File: src/rtl/fb_write_ctrl.sv
// ---------------------------------------------------------------------------
// fb_write_ctrl
//
// Purpose:
//   Sits downstream of the SPI slave and turns its command/window/pixel
//   pulses into framebuffer write requests. The CASET/RASET window is
//   latched here, an (x,y) cursor walks that window as RAMWR pixels arrive,
//   and every pixel becomes an {address, data} entry in a small FIFO that
//   the framebuffer RAM arbiter drains through a valid/ready port.
//
// Parameters:
//   H_RES       panel width in pixels, also the row stride
//   V_RES       panel height in pixels
//   ADDR_W      framebuffer word address width
//   FIFO_DEPTH  write FIFO entries (power of 2, at least 2)
//
// Ports:
//   i_clk              system clock (shared with the SPI slave core side)
//   i_rst              asynchronous active-high reset
//   i_inst_data        last command byte
//   i_inst_en_pls      command byte valid pulse
//   i_col_addr         {XS, XE} column window
//   i_col_addr_en_pls  column window valid pulse
//   i_row_addr         {YS, YE} row window
//   i_row_addr_en_pls  row window valid pulse
//   i_pixel_data       RGB565 pixel
//   i_pixel_en_pls     pixel valid pulse
//   o_wr_addr          FIFO head word address (0 while the FIFO is empty)
//   o_wr_data          FIFO head pixel data (0 while the FIFO is empty)
//   o_wr_valid         FIFO not empty
//   i_wr_ready         arbiter takes the head entry when valid and ready
//   o_frame_done_pls   one-cycle pulse after the cursor wraps past (XE,YE)
//   o_ovf              sticky flag, a pixel was dropped on a full FIFO
//
// Configuration macro:
//   FB_BOUNDS_CHECK_EN  when defined, pixels whose cursor lies outside the
//                       panel are discarded instead of aliasing into the
//                       framebuffer; the cursor keeps advancing either way.
// ---------------------------------------------------------------------------
module fb_write_ctrl #(
   parameter int H_RES      = 480,
   parameter int V_RES      = 272,
   parameter int ADDR_W     = 17,
   parameter int FIFO_DEPTH = 4
) (
   input  logic              i_clk,
   input  logic              i_rst,
   input  logic [7:0]        i_inst_data,
   input  logic              i_inst_en_pls,
   input  logic [31:0]       i_col_addr,
   input  logic              i_col_addr_en_pls,
   input  logic [31:0]       i_row_addr,
   input  logic              i_row_addr_en_pls,
   input  logic [15:0]       i_pixel_data,
   input  logic              i_pixel_en_pls,
   output logic [ADDR_W-1:0] o_wr_addr,
   output logic [15:0]       o_wr_data,
   output logic              o_wr_valid,
   input  logic              i_wr_ready,
   output logic              o_frame_done_pls,
   output logic              o_ovf
);

   localparam int PTR_W = $clog2(FIFO_DEPTH);
   localparam int CNT_W = PTR_W + 1;
   localparam logic [7:0]        CMD_RAMWR = 8'h2C;
   localparam logic [15:0]       X_LAST    = 16'(H_RES - 1);
   localparam logic [15:0]       Y_LAST    = 16'(V_RES - 1);
   localparam logic [ADDR_W-1:0] ROW_STEP  = ADDR_W'(H_RES);

   typedef enum logic [2:0] {
      CUR_HOLD,
      CUR_HOME,
      CUR_STEP_X,
      CUR_NEXT_ROW,
      CUR_WRAP
   } cursor_action_t;

   logic [15:0]       winXs, winXe, winYs, winYe;
   logic [ADDR_W-1:0] ysBase;
   logic [15:0]       curX, curY;
   logic [ADDR_W-1:0] rowBase;
   cursor_action_t    curAction;
   logic              frameDone;
   logic              ovfFlag;

   logic [15:0]       colXsNew, colXeNew, rowYsNew, rowYeNew;
   logic [ADDR_W-1:0] ysBaseNew;
   logic              cmdRamwr;
   logic              pixelLive;
   logic              inBounds;
   logic [ADDR_W-1:0] pixAddr;

   logic [ADDR_W-1:0] memAddr [FIFO_DEPTH];
   logic [15:0]       memData [FIFO_DEPTH];
   logic [PTR_W-1:0]  wrPtr, rdPtr;
   logic [CNT_W-1:0]  fifoCount;
   logic              fifoFull, fifoPop, wantPush, fifoPush, dropPixel;

   // Decode the incoming window pulses. An end coordinate below its start is
   // clamped up to the start so the cursor never walks an empty range. The
   // row start is also turned into a framebuffer offset here, once, so the
   // pixel path only ever needs an adder.
   always_comb begin
      colXsNew  = i_col_addr[31:16];
      colXeNew  = (i_col_addr[15:0] < i_col_addr[31:16]) ? i_col_addr[31:16] : i_col_addr[15:0];
      rowYsNew  = i_row_addr[31:16];
      rowYeNew  = (i_row_addr[15:0] < i_row_addr[31:16]) ? i_row_addr[31:16] : i_row_addr[15:0];
      ysBaseNew = ADDR_W'(32'(rowYsNew) * 32'(H_RES));
   end

   // Window registers. They update on the same edge a simultaneous pixel is
   // consumed, so that pixel still sees the old window and the new one takes
   // effect from the following pixel.
   always_ff @(posedge i_clk or posedge i_rst) begin
      if (i_rst) begin
         winXs  <= '0;
         winXe  <= X_LAST;
         winYs  <= '0;
         winYe  <= Y_LAST;
         ysBase <= '0;
      end else begin
         if (i_col_addr_en_pls) begin
            winXs <= colXsNew;
            winXe <= colXeNew;
         end
         if (i_row_addr_en_pls) begin
            winYs  <= rowYsNew;
            winYe  <= rowYeNew;
            ysBase <= ysBaseNew;
         end
      end
   end

   // Pixel qualification. A RAMWR command arriving with a pixel takes
   // priority and swallows that pixel, which is not an overflow. The write
   // address is the current row offset plus x, truncated to the RAM width.
   always_comb begin
      cmdRamwr  = i_inst_en_pls && (i_inst_data == CMD_RAMWR);
      pixelLive = i_pixel_en_pls && !cmdRamwr;
      pixAddr   = rowBase + ADDR_W'(curX);
   end

`ifdef FB_BOUNDS_CHECK_EN
   // Off-panel coordinates are discarded rather than wrapped into RAM.
   assign inBounds = (curX < 16'(H_RES)) && (curY < 16'(V_RES));
`else
   // Every pixel is written; off-panel coordinates alias within the RAM.
   assign inBounds = 1'b1;
`endif

   // Choose what the cursor does this cycle. Dropped pixels (FIFO full or
   // off-panel) still advance the cursor so the image stays aligned with
   // the host's idea of where it is writing.
   always_comb begin
      curAction = CUR_HOLD;
      if (cmdRamwr) begin
         curAction = CUR_HOME;
      end else if (i_pixel_en_pls) begin
         if (curX < winXe) begin
            curAction = CUR_STEP_X;
         end else if (curY < winYe) begin
            curAction = CUR_NEXT_ROW;
         end else begin
            curAction = CUR_WRAP;
         end
      end
   end

   // Cursor register. Moving down a row adds the stride to the row offset
   // instead of multiplying, and homing reloads the precomputed offset of
   // the window's first row. The frame-done pulse follows a wrap by a cycle.
   always_ff @(posedge i_clk or posedge i_rst) begin
      if (i_rst) begin
         curX      <= '0;
         curY      <= '0;
         rowBase   <= '0;
         frameDone <= 1'b0;
      end else begin
         frameDone <= (curAction == CUR_WRAP);
         case (curAction)
            CUR_HOME, CUR_WRAP: begin
               curX    <= winXs;
               curY    <= winYs;
               rowBase <= ysBase;
            end
            CUR_STEP_X: begin
               curX <= curX + 16'd1;
            end
            CUR_NEXT_ROW: begin
               curX    <= winXs;
               curY    <= curY + 16'd1;
               rowBase <= rowBase + ROW_STEP;
            end
            default: begin
            end
         endcase
      end
   end

   // FIFO handshake. A pop in the same cycle frees the slot a push needs,
   // so a full FIFO that is also being drained still accepts the pixel.
   always_comb begin
      fifoFull  = (fifoCount == CNT_W'(FIFO_DEPTH));
      fifoPop   = (fifoCount != '0) && i_wr_ready;
      wantPush  = pixelLive && inBounds;
      fifoPush  = wantPush && (!fifoFull || fifoPop);
      dropPixel = wantPush && fifoFull && !fifoPop;
   end

   // FIFO storage. The entries need no reset because the outputs are
   // masked whenever the FIFO is empty.
   always_ff @(posedge i_clk) begin
      if (fifoPush) begin
         memAddr[wrPtr] <= pixAddr;
         memData[wrPtr] <= i_pixel_data;
      end
   end

   // FIFO pointers, occupancy and the sticky overflow flag. Reset empties
   // the FIFO at once, so pending writes are abandoned mid-transfer.
   always_ff @(posedge i_clk or posedge i_rst) begin
      if (i_rst) begin
         wrPtr     <= '0;
         rdPtr     <= '0;
         fifoCount <= '0;
         ovfFlag   <= 1'b0;
      end else begin
         if (fifoPush) begin
            wrPtr <= wrPtr + PTR_W'(1);
         end
         if (fifoPop) begin
            rdPtr <= rdPtr + PTR_W'(1);
         end
         case ({fifoPush, fifoPop})
            2'b10:   fifoCount <= fifoCount + CNT_W'(1);
            2'b01:   fifoCount <= fifoCount - CNT_W'(1);
            default: fifoCount <= fifoCount;
         endcase
         if (dropPixel) begin
            ovfFlag <= 1'b1;
         end
      end
   end

   // Present the FIFO head to the arbiter, forced to zero while empty.
   always_comb begin
      o_wr_valid       = (fifoCount != '0);
      o_wr_addr        = o_wr_valid ? memAddr[rdPtr] : '0;
      o_wr_data        = o_wr_valid ? memData[rdPtr] : '0;
      o_frame_done_pls = frameDone;
      o_ovf            = ovfFlag;
   end

endmodule

File: config.mk
export PLATFORM = sky130hd
export DESIGN_NAME = fb_write_ctrl
export DESIGN_NICKNAME = d
export VERILOG_FILES = /design/src/rtl/fb_write_ctrl.sv
export SDC_FILE = /design/constraint.sdc
export NUM_CORES = 1
export LEC_CHECK = 0
export ABC_AREA = 1
export CAP_MARGIN = 20
export CORE_MARGIN = 2
export CORE_UTILIZATION = 45
export DETAILED_ROUTE_END_ITERATION = 16
export DONT_BUFFER_PORTS = 1
export MAX_ROUTING_LAYER = met4
export PLACE_DENSITY = 0.72
export SLEW_MARGIN = 20
export SYNTH_ARGS = -nofsm -noshare
export SYNTH_HDL_FRONTEND = slang
export SYNTH_SLANG_ARGS = --single-unit
File: constraint.sdc
create_clock -name i_clk -period 4.4 [get_ports i_clk]
set_input_delay 0.88 -clock i_clk [delete_from_list [all_inputs] [get_ports i_clk]]
set_output_delay 0.88 -clock i_clk [all_outputs]
set_load 0.05 [all_outputs]
==> impl_metrics.yaml, run 1 <==
logic_synthesis:
  syn_area_um2: 14600
  ys_seq_area_frac: 0.491
  ys_ff_latch: 260
  synthCells: 1649
  avgSynthCellArea_um2: 8.87
  yosysWarnings: 0
  syn_nets: 1851
  synth.distinct_cells: 43
sta:
  fmax_mhz: 290
  setup_viol: 0
  finalCriticalPeriod_ps: 3450
  tightest_slew_ps: 969
  hold_ws_ps: 355
  slew_violations: 0
  fin_tns_setup_ps: 0
  fin_crit_sh: 0.785
  final_hold_viol_count: 0
  slew_headroom: 0.352
  rsz0062_at_grt: "false"
  finClkSkew_ps: 27.5
  finalWorstSetupSlack_ps: 946
cts:
  clock-sinks: 260
  root_buffer: "clkbuf_16"
  insertion_delay_ps: 550
  cts_buffers: 29
  cts_max_path_buffers: 3
  clk_pin_slew_worst_paths_ps: 60
  cts_tree: "done"
  h-tree-depth: 1
  cts_hold_buffers: 0
  cts_setup_buffers: 0
  post_cts_resize_count: 0
drt:
  num_vias: 11050
  drt_iter0_drc: 840
  vias_per_cell: 5.23
  drcViolationCount: 0
  ant_nets: 0
  drt_pre_antenna_iters: 5
  routedWlPerCell_um: 15.5
  routed_wl_um: 32700
global_routing:
  track_usage: 0.200
  grt_pass1_vias: 10631
  antenna_found_initial: 0
  grt_pass1_wl_um: 53700
  grt_overflow: 0
  grt_max_degree: 77
finish:
  drive_gt1_frac: 0.0819
  instances_no_fill: 2114
  area_delta_synth_final_pct: 10.7
  nFillCells: 2880
  final_common_cell: "nand2_1"
  final_cell_mix: "nand2_1, inv_1, nor2_1"
  final_core_util: 0.501
  antennaDiodeCount: 0
  postLayoutCellArea_um2: 16200
  final_nets: 1851
placed_design:
  io_buffers: 0
  place_area_um2: 15200
  dp.cells: 2060
  dp_hpwl_um: 22200
  dp_worst_setup_slack_ps: 885
  gp_congestion: 0.883
flow_run:
  max-cap-violations: 0
die:
  fp-row-count: 66
  fp.coreArea_um2: 32300
  die_h_um: 184
  initial_core_util: 0.453
  io_pins: 131
  die_x_um: 184
  dieArea_um2: 34000
power:
  leakage_nw: 7.26
  finalPower_mw: 11.8
  ir_drop_uv: 504
  p_per_area_nw_per_um2: 730
worst_setup_path:
  critPathKind: "register to output port"
  start_kind: "register"
  r2r_cells: 10
  crit_family: "buffers and inverters"
  crit_path_cell_trace: "nor2_1 > nand2_1 > inv_2 > a21oi_1 > buf_4"
  r2r-start: "curX[15]$_DFFE_PP0P_"
  end_kind: "output port"
  cp_slowest_stage_delay_ps: 690
  critical_path.slowest_cell: "inv_2"
  worst-path-buf-inv: 2
  r2r_end: "curY[0]$_DFFE_PP0P_"
  arrival_ps: 2570
  reg2reg_setup_slack_ps: 1350
  path_max_fanout: 34
  required_ps: 3520
outcome:
  status: "complete, no violations"
worst_hold_path:
  hp-class: "primary input to async pin"
-- logic make-up (layout without fill, tap and decap cells) --
group | count (synthesis) | count (layout) | synth area share
adder cells (fa/ha/maj) | 107 | 107 | 0.101
flip-flops | 260 | 260 | 0.491
XOR/XNOR | 56 | 56 | 0.0335
buffers and inverters | 272 | 295 | 0.0755
AO/OA/AOI/OAI | 303 | 303 | 0.109
AND/OR/NAND/NOR | 651 | 651 | 0.190
-- flip-flops by register name, indices dropped and copies added, names as in the netlist --
| name | flops |
|---|---|
| memAddr | 68 |
| memData | 64 |
| curX | 16 |
| curY | 16 |
| winXe | 16 |
| winXs | 16 |
| winYe | 16 |
| winYs | 16 |
| rowBase | 12 |
| ysBase | 11 |
| fifoCount | 3 |
| rdPtr | 2 |
| wrPtr | 2 |
| o_frame_done_pls | 1 |
| o_ovf | 1 |
-- where the power goes --
part           switching (mW)  internal [mW]  total [mW]
Combinational            3.73           1.66        5.38
Sequential              0.505           3.51        4.01
Clock                   0.970           1.45        2.42
Total                    5.20           6.61        11.8
-- layer usage --
metal / part of all wire / track usage / routed length (µm)
met1: 0.45 / 0.262 / 14600
met2: 0.46 / 0.319 / 15000
met3: 0.079 / 0.0456 / 2590
met4: 0.017 / 0.0451 / 543
met5: 0 / - / 0
-- worst max-delay path by stage --
stage	cells after the start	end	start	slack (ps)
floorplan	1	curX[0]$_DFFE_PP0P_	i_rst	130
global placement	14	ysBase[13]$_DFFE_PP0P_	i_row_addr[19]	920
detailed placement	14	ysBase[13]$_DFFE_PP0P_	i_row_addr[19]	880
CTS	5	o_wr_addr[9]	fifoCount[1]$_DFFE_PP0P_	850
global route	5	o_wr_addr[9]	fifoCount[1]$_DFFE_PP0P_	780
finish	5	o_wr_addr[9]	fifoCount[0]$_DFFE_PP0P_	950
-- cell usage after synthesis --
cell      number  area, µm²
a21oi_1      127        636
nand3_4        2       35.0
buf_1          4       15.0
nand2_2        1       6.26
buf_4          3       22.5
inv_4          1       6.26
ha_1          89       1110
inv_1        187        702
nand4_1       37        231
or2_2          4       25.0
o22ai_1       32        200
o31ai_1        1       7.51
o21ai_1        4       20.0
nor4_4         1       21.3
clkinv_1       1       3.75
nor3_2         2       20.0
nand3_1       94        470
inv_2          6       22.5
nand3b_1       1       7.51
dfstp_2       13        342
o21ai_0      125        626
edfxtp_1     132       3960
nor4_1         8       50.1
a21oi_2        2       17.5
clkbuf_1      50        188
nor3_1         6       30.0
o21a_1         4       30.0
nor2_1       186        698
a31oi_1        2       12.5
buf_2         13       65.1
nand2_1      304       1140
xnor2_1       16        140
a21o_1         3       22.5
nor3b_1        1       7.51
xor2_1        40        350
nor2_2         1       6.26
buf_6          7       78.8
dfrtp_1      115       2880
o21bai_1       2       15.0
nand2_4        2       22.5
and2_1         1       6.26
fa_1          18        360
o211ai_1       1       7.51
-- area by class of cell --
type / instances / area, µm² / share of cell area
Clock inverter: 13 / 130 / 0.00804
Multi-Input combinational cell: 1117 / 6370 / 0.394
Clock buffer: 41 / 841 / 0.0519
Inverter: 195 / 737 / 0.0455
Timing Repair Buffer: 46 / 370 / 0.0229
Tap cell: 442 / 553 / 0.0342
Sequential cell: 260 / 7180 / 0.444
Power figures use the tool's default switching activity.
==> run 2: changes to the inputs <==
Clock period 4.4 ns to 3.1 ns, I/O delays scaled along.
==> impl_metrics.yaml, run 2 (synthesis results as in run 1) <==
sta:
  fin_tns_setup_ps: 0
  slew_violations: 0
  fmax_mhz: 348
  tightest_slew_ps: 874
  final_hold_viol_count: 0
  setup_viol: 0
  rsz0062_at_grt: "false"
  slew_headroom: 0.416
  finalCriticalPeriod_ps: 2880
  fin_crit_sh: 0.928
  hold_ws_ps: 115
  finClkSkew_ps: 11.9
worst_setup_path:
  end_kind: "output port"
  crit_path_cell_trace: "inv_2 > buf_4 > o21ai_0 > a21oi_1 > buf_4"
  r2r_cells: 7
  required_ps: 2480
  path_max_fanout: 37
  critical_path.most_common_cell: "buf_4"
  crit_family: "buffers and inverters"
  critical_path.slowest_cell: "inv_2"
  cp_slowest_stage_delay_ps: 430
  worst-path-buf-inv: 3
  cp_num_cells: 5
  start_kind: "register"
  critPathKind: "register to output port"
  arrival_ps: 2260
die:
  dieArea_um2: 34000
  die_h_um: 184
  io_pins: 131
  fp-row-count: 66
  initial_core_util: 0.453
  die_x_um: 184
  fp.coreArea_um2: 32300
finish:
  final_cell_mix: "nand2_1, inv_1, nor2_1"
  instances_no_fill: 2134
  postLayoutCellArea_um2: 16400
  drive_gt1_frac: 0.0916
  final_common_cell: "nand2_1"
  largest-register: "memAddr"
  final_nets: 1872
  largest_register_ffs: 68
  top_regs: "memAddr (68), memData (64)"
  area_delta_synth_final_pct: 12.3
  antennaDiodeCount: 0
placed_design:
  dp.cells: 2078
  dp_hpwl_um: 23000
  place_area_um2: 15400
  io_buffers: 0
  gp_congestion: 0.863
cts:
  clock-sinks: 260
  cts_hold_buffers: 0
  cts_max_path_buffers: 3
  h-tree-depth: 1
  cts_tree: "done"
  insertion_delay_ps: 540
  clk_pin_slew_worst_paths_ps: 60
  cts_buffers: 28
  root_buffer: "clkbuf_16"
drt:
  drt_pre_antenna_iters: 5
  routed_wl_um: 34000
  ant_nets: 0
  drt_iter0_drc: 725
  vias_per_cell: 5.23
  num_vias: 11171
  drcViolationCount: 0
  routedWlPerCell_um: 15.9
global_routing:
  track_usage: 0.209
  antenna_found_initial: 0
  grt_pass1_vias: 11017
  grt_max_degree: 77
  grt_overflow: 0
  grt_pass1_wl_um: 55700
power:
  leakage_nw: 7.36
  p_per_area_nw_per_um2: 1030
  finalPower_mw: 17.0
  ir_drop_uv: 563
flow_run:
  max-cap-violations: 0
worst_hold_path:
  hp-class: "primary input to async pin"
outcome:
  status: "complete, no violations"
==> run 2: final cells by class <==
| cell class | count | area, µm² |
|---|---|---|
| multi-input combinational | 1117 | 6370 |
| sequential | 260 | 7180 |
| fill | 2913 | 15900 |
| clock buffer | 35 | 748 |
| clock inverter | 17 | 203 |
| tap | 442 | 553 |
| timing repair buffer | 68 | 617 |
| inverter | 195 | 742 |
==> run 2: path summary, 6_finish.rpt <==
check	endpoint	from	slack, ps
min reg2reg	winYe[0]$_DFFE_PP1P_	winYe[0]$_DFFE_PP1P_	490
max in group asynchronous	winYe[8]$_DFFE_PP1P_	i_rst	2190
min	winXs[12]$_DFFE_PP0P_	i_rst	120
max	o_wr_addr[2]	rdPtr[0]$_DFFE_PP0P_	220
min in group i_clk	winXe[8]$_DFFE_PP1P_	i_col_addr_en_pls	150
max reg2reg	fifoCount[1]$_DFFE_PP0P_	fifoCount[1]$_DFFE_PP0P_	650
==> run 2: stage by stage <==
stage	setup slack, ps	util
6_report	224	0.509
3_3_place_gp	-19.4	0.476
2_1_floorplan	-160	-
4_1_cts	34.9	0.506
5_1_grt	24.6	0.509
3_5_place_dp	-77.4	0.476
==> run 2: repair_timing <==
| item | 4_1_cts | 5_1_grt |
|---|---|---|
| buffers inserted | 0 | 0 |
| setup endpoints to repair | 0 | 7 |
| gates resized for setup | 0 | 1 |
==> run 2: worst reg2reg max path: cells and delay by family, from the launching register on <==
family,cells,cell delay [ps]
buffers and inverters,1,560
flip-flops,1,400
adder cells (fa/ha/maj),1,480
AO/OA/AOI/OAI,2,420
AND/OR/NAND/NOR,3,500
==> run 2: layer usage <==
metal	GRT usage	up-vias	routed length, µm
li1	-	5528	-
met1	0.273	5289	15200
met2	0.336	302	15800
met3	0.0415	52	2430
met4	0.0480	0	535
met5	-	-	0
==> run 2: power breakdown <==
part	internal [mW]	switching [mW]	total, mW	leakage (nW)
clock	2.05	1.39	3.44	0.456
combinational	2.47	5.38	7.86	4.16
sequential	4.98	0.711	5.69	2.73
total	9.50	7.48	17.0	7.36
==> run 3: changes to the inputs <==
Settings changed: PLACE_DENSITY 0.72 to 0.7.
Clock period 3.1 ns to 2.8 ns, I/O delays scaled along.
==> impl_metrics.yaml, run 3 (synthesis results as in run 1) <==
finish:
  top_regs: "memAddr (68), memData (64)"
  final_nets: 1879
  area_delta_synth_final_pct: 12.6
  antennaDiodeCount: 0
  final_core_util: 0.510
  multiInputGateArea_um2: 6460
  final_cell_mix: "nand2_1, nor2_1, inv_1"
  largest-register: "memAddr"
  nFillCells: 2903
  drive_gt1_frac: 0.104
  final_common_cell: "nand2_1"
  regArea_um2: 7180
  largest_register_ffs: 68
power:
  ir_drop_uv: 704
  switching_share: 0.441
  clkPwrFrac: 0.196
  p_per_area_nw_per_um2: 1140
  leakage_nw: 7.34
  seqPwrFrac: 0.336
  p_int_mw: 10.5
  p_sw_mw: 8.30
  power_frac_comb: 0.468
die:
  die_x_um: 184
  fp.coreArea_um2: 32300
  initial_core_util: 0.453
  io_pins: 131
  die_h_um: 184
  dieArea_um2: 34000
  fp-row-count: 66
cts:
  cts_buffers: 28
  cts_tree: "done"
  insertion_delay_ps: 540
  root_buffer: "clkbuf_16"
  h-tree-depth: 1
  clock-sinks: 260
  post_cts_resize_count: 0
  cts_setup_buffers: 0
  clk_pin_slew_worst_paths_ps: 60
  cts_hold_buffers: 0
  cts_max_path_buffers: 3
sta:
  slew_headroom: 0.289
  fin_crit_sh: 0.958
  fmax_mhz: 373
  hold_ws_ps: 91.7
  slew_violations: 0
  final_hold_viol_count: 0
  finalCriticalPeriod_ps: 2680
  finClkSkew_ps: 18.6
  setup_viol: 0
  rsz0062_at_grt: "false"
  tightest_slew_ps: 1060
placed_design:
  dp_hpwl_um: 22900
  gp_congestion: 0.846
  io_buffers: 0
worst_hold_path:
  hp-class: "primary input to async pin"
worst_setup_path:
  arrival_ps: 2120
  r2r_cells: 10
  start_kind: "register"
  r2r-start: "curX[15]$_DFFE_PP0P_"
  reg2reg_setup_slack_ps: 320
  required_ps: 2240
  critPathKind: "register to output port"
  r2r_end: "curY[0]$_DFFE_PP0P_"
  crit_path_start: "rdPtr[0]$_DFFE_PP0P_"
  end_kind: "output port"
  endpoint: "o_wr_data[6]"
  path_max_fanout: 28
drt:
  vias_per_cell: 5.27
  drcViolationCount: 0
  drt_iter0_drc: 731
  num_vias: 11288
  drt_pre_antenna_iters: 7
  routedWlPerCell_um: 15.6
  routed_wl_um: 33400
  ant_nets: 0
flow_run:
  max-cap-violations: 0
global_routing:
  grt_pass1_wl_um: 54400
  grt_max_degree: 129
  track_usage: 0.203
  grt_pass1_vias: 10853
  grt_overflow: 0
  antenna_found_initial: 0
outcome:
  status: "complete, no violations"
[run 3: power by group through the flow]
stage / sequential (mW) / combinational (mW) / clock [mW]
6_report: 6.32 / 8.80 / 3.68
5_1_grt: 6.45 / 9.73 / 3.93
4_1_cts: 6.32 / 8.79 / 3.75
3_5_place_dp: 6.37 / 8.75 / 0
3_3_place_gp: 6.33 / 8.51 / 0
2_1_floorplan: 6.09 / 6.57 / 0
[run 3: metrics by stage]
stage | setup WS (ps) | std cells | power [mW] | setup TNS, ps | cell area [µm²]
2_1_floorplan | -400 | 1649 | 12.7 | -52790 | 14700
3_3_place_gp | -79.0 | 2088 | 14.8 | -219 | 15500
3_5_place_dp | -130 | 2088 | 15.1 | -427 | 15500
4_1_cts | 10.8 | 2140 | 18.9 | 0 | 16400
5_1_grt | 0.960 | 2141 | 20.1 | 0 | 16500
6_report | 118 | 2141 | 18.8 | 0 | 16500
[run 3: per-layer routing]
metal	global-route usage	part of all wire	wire length, µm	vias to the layer above
li1	-	-	-	5565
met1	0.267	0.45	14900	5388
met2	0.326	0.46	15500	289
met3	0.0387	0.073	2440	46
met4	0.0474	0.017	564	0
met5	-	0	0	-
[run 3: how the worst min path moves through the flow]
stage                                      start                      to  cells after the start
final                                      i_rst   ysBase[6]$_DFFE_PP0P_                      2
after global routing           i_col_addr_en_pls    winXe[3]$_DFFE_PP1P_                      1
after CTS                      i_col_addr_en_pls    winXe[0]$_DFFE_PP1P_                      1
after detailed placement    winYe[0]$_DFFE_PP1P_    winYe[0]$_DFFE_PP1P_                      2
after global placement      winYs[0]$_DFFE_PP0P_    winYs[0]$_DFFE_PP0P_                      2
after floorplan           ysBase[15]$_DFFE_PP0P_  ysBase[15]$_DFFE_PP0P_                      2
[run 3: worst max-delay path, cell delays in order, from the launching register on]
cell and delay [ps]:
dfrtp_2 430, inv_2 210, buf_4 320, o21ai_0 130, a21oi_1 240, buf_4 240
[run 3: layout make-up]
cell class	count	share of cell area
inverters	195	0.0455
multi-input cells	1117	0.392
flip-flops and latches	260	0.436
clock buffers	35	0.0454
clock inverters	17	0.0107
well taps	442	0.0336
repair buffers	75	0.0364
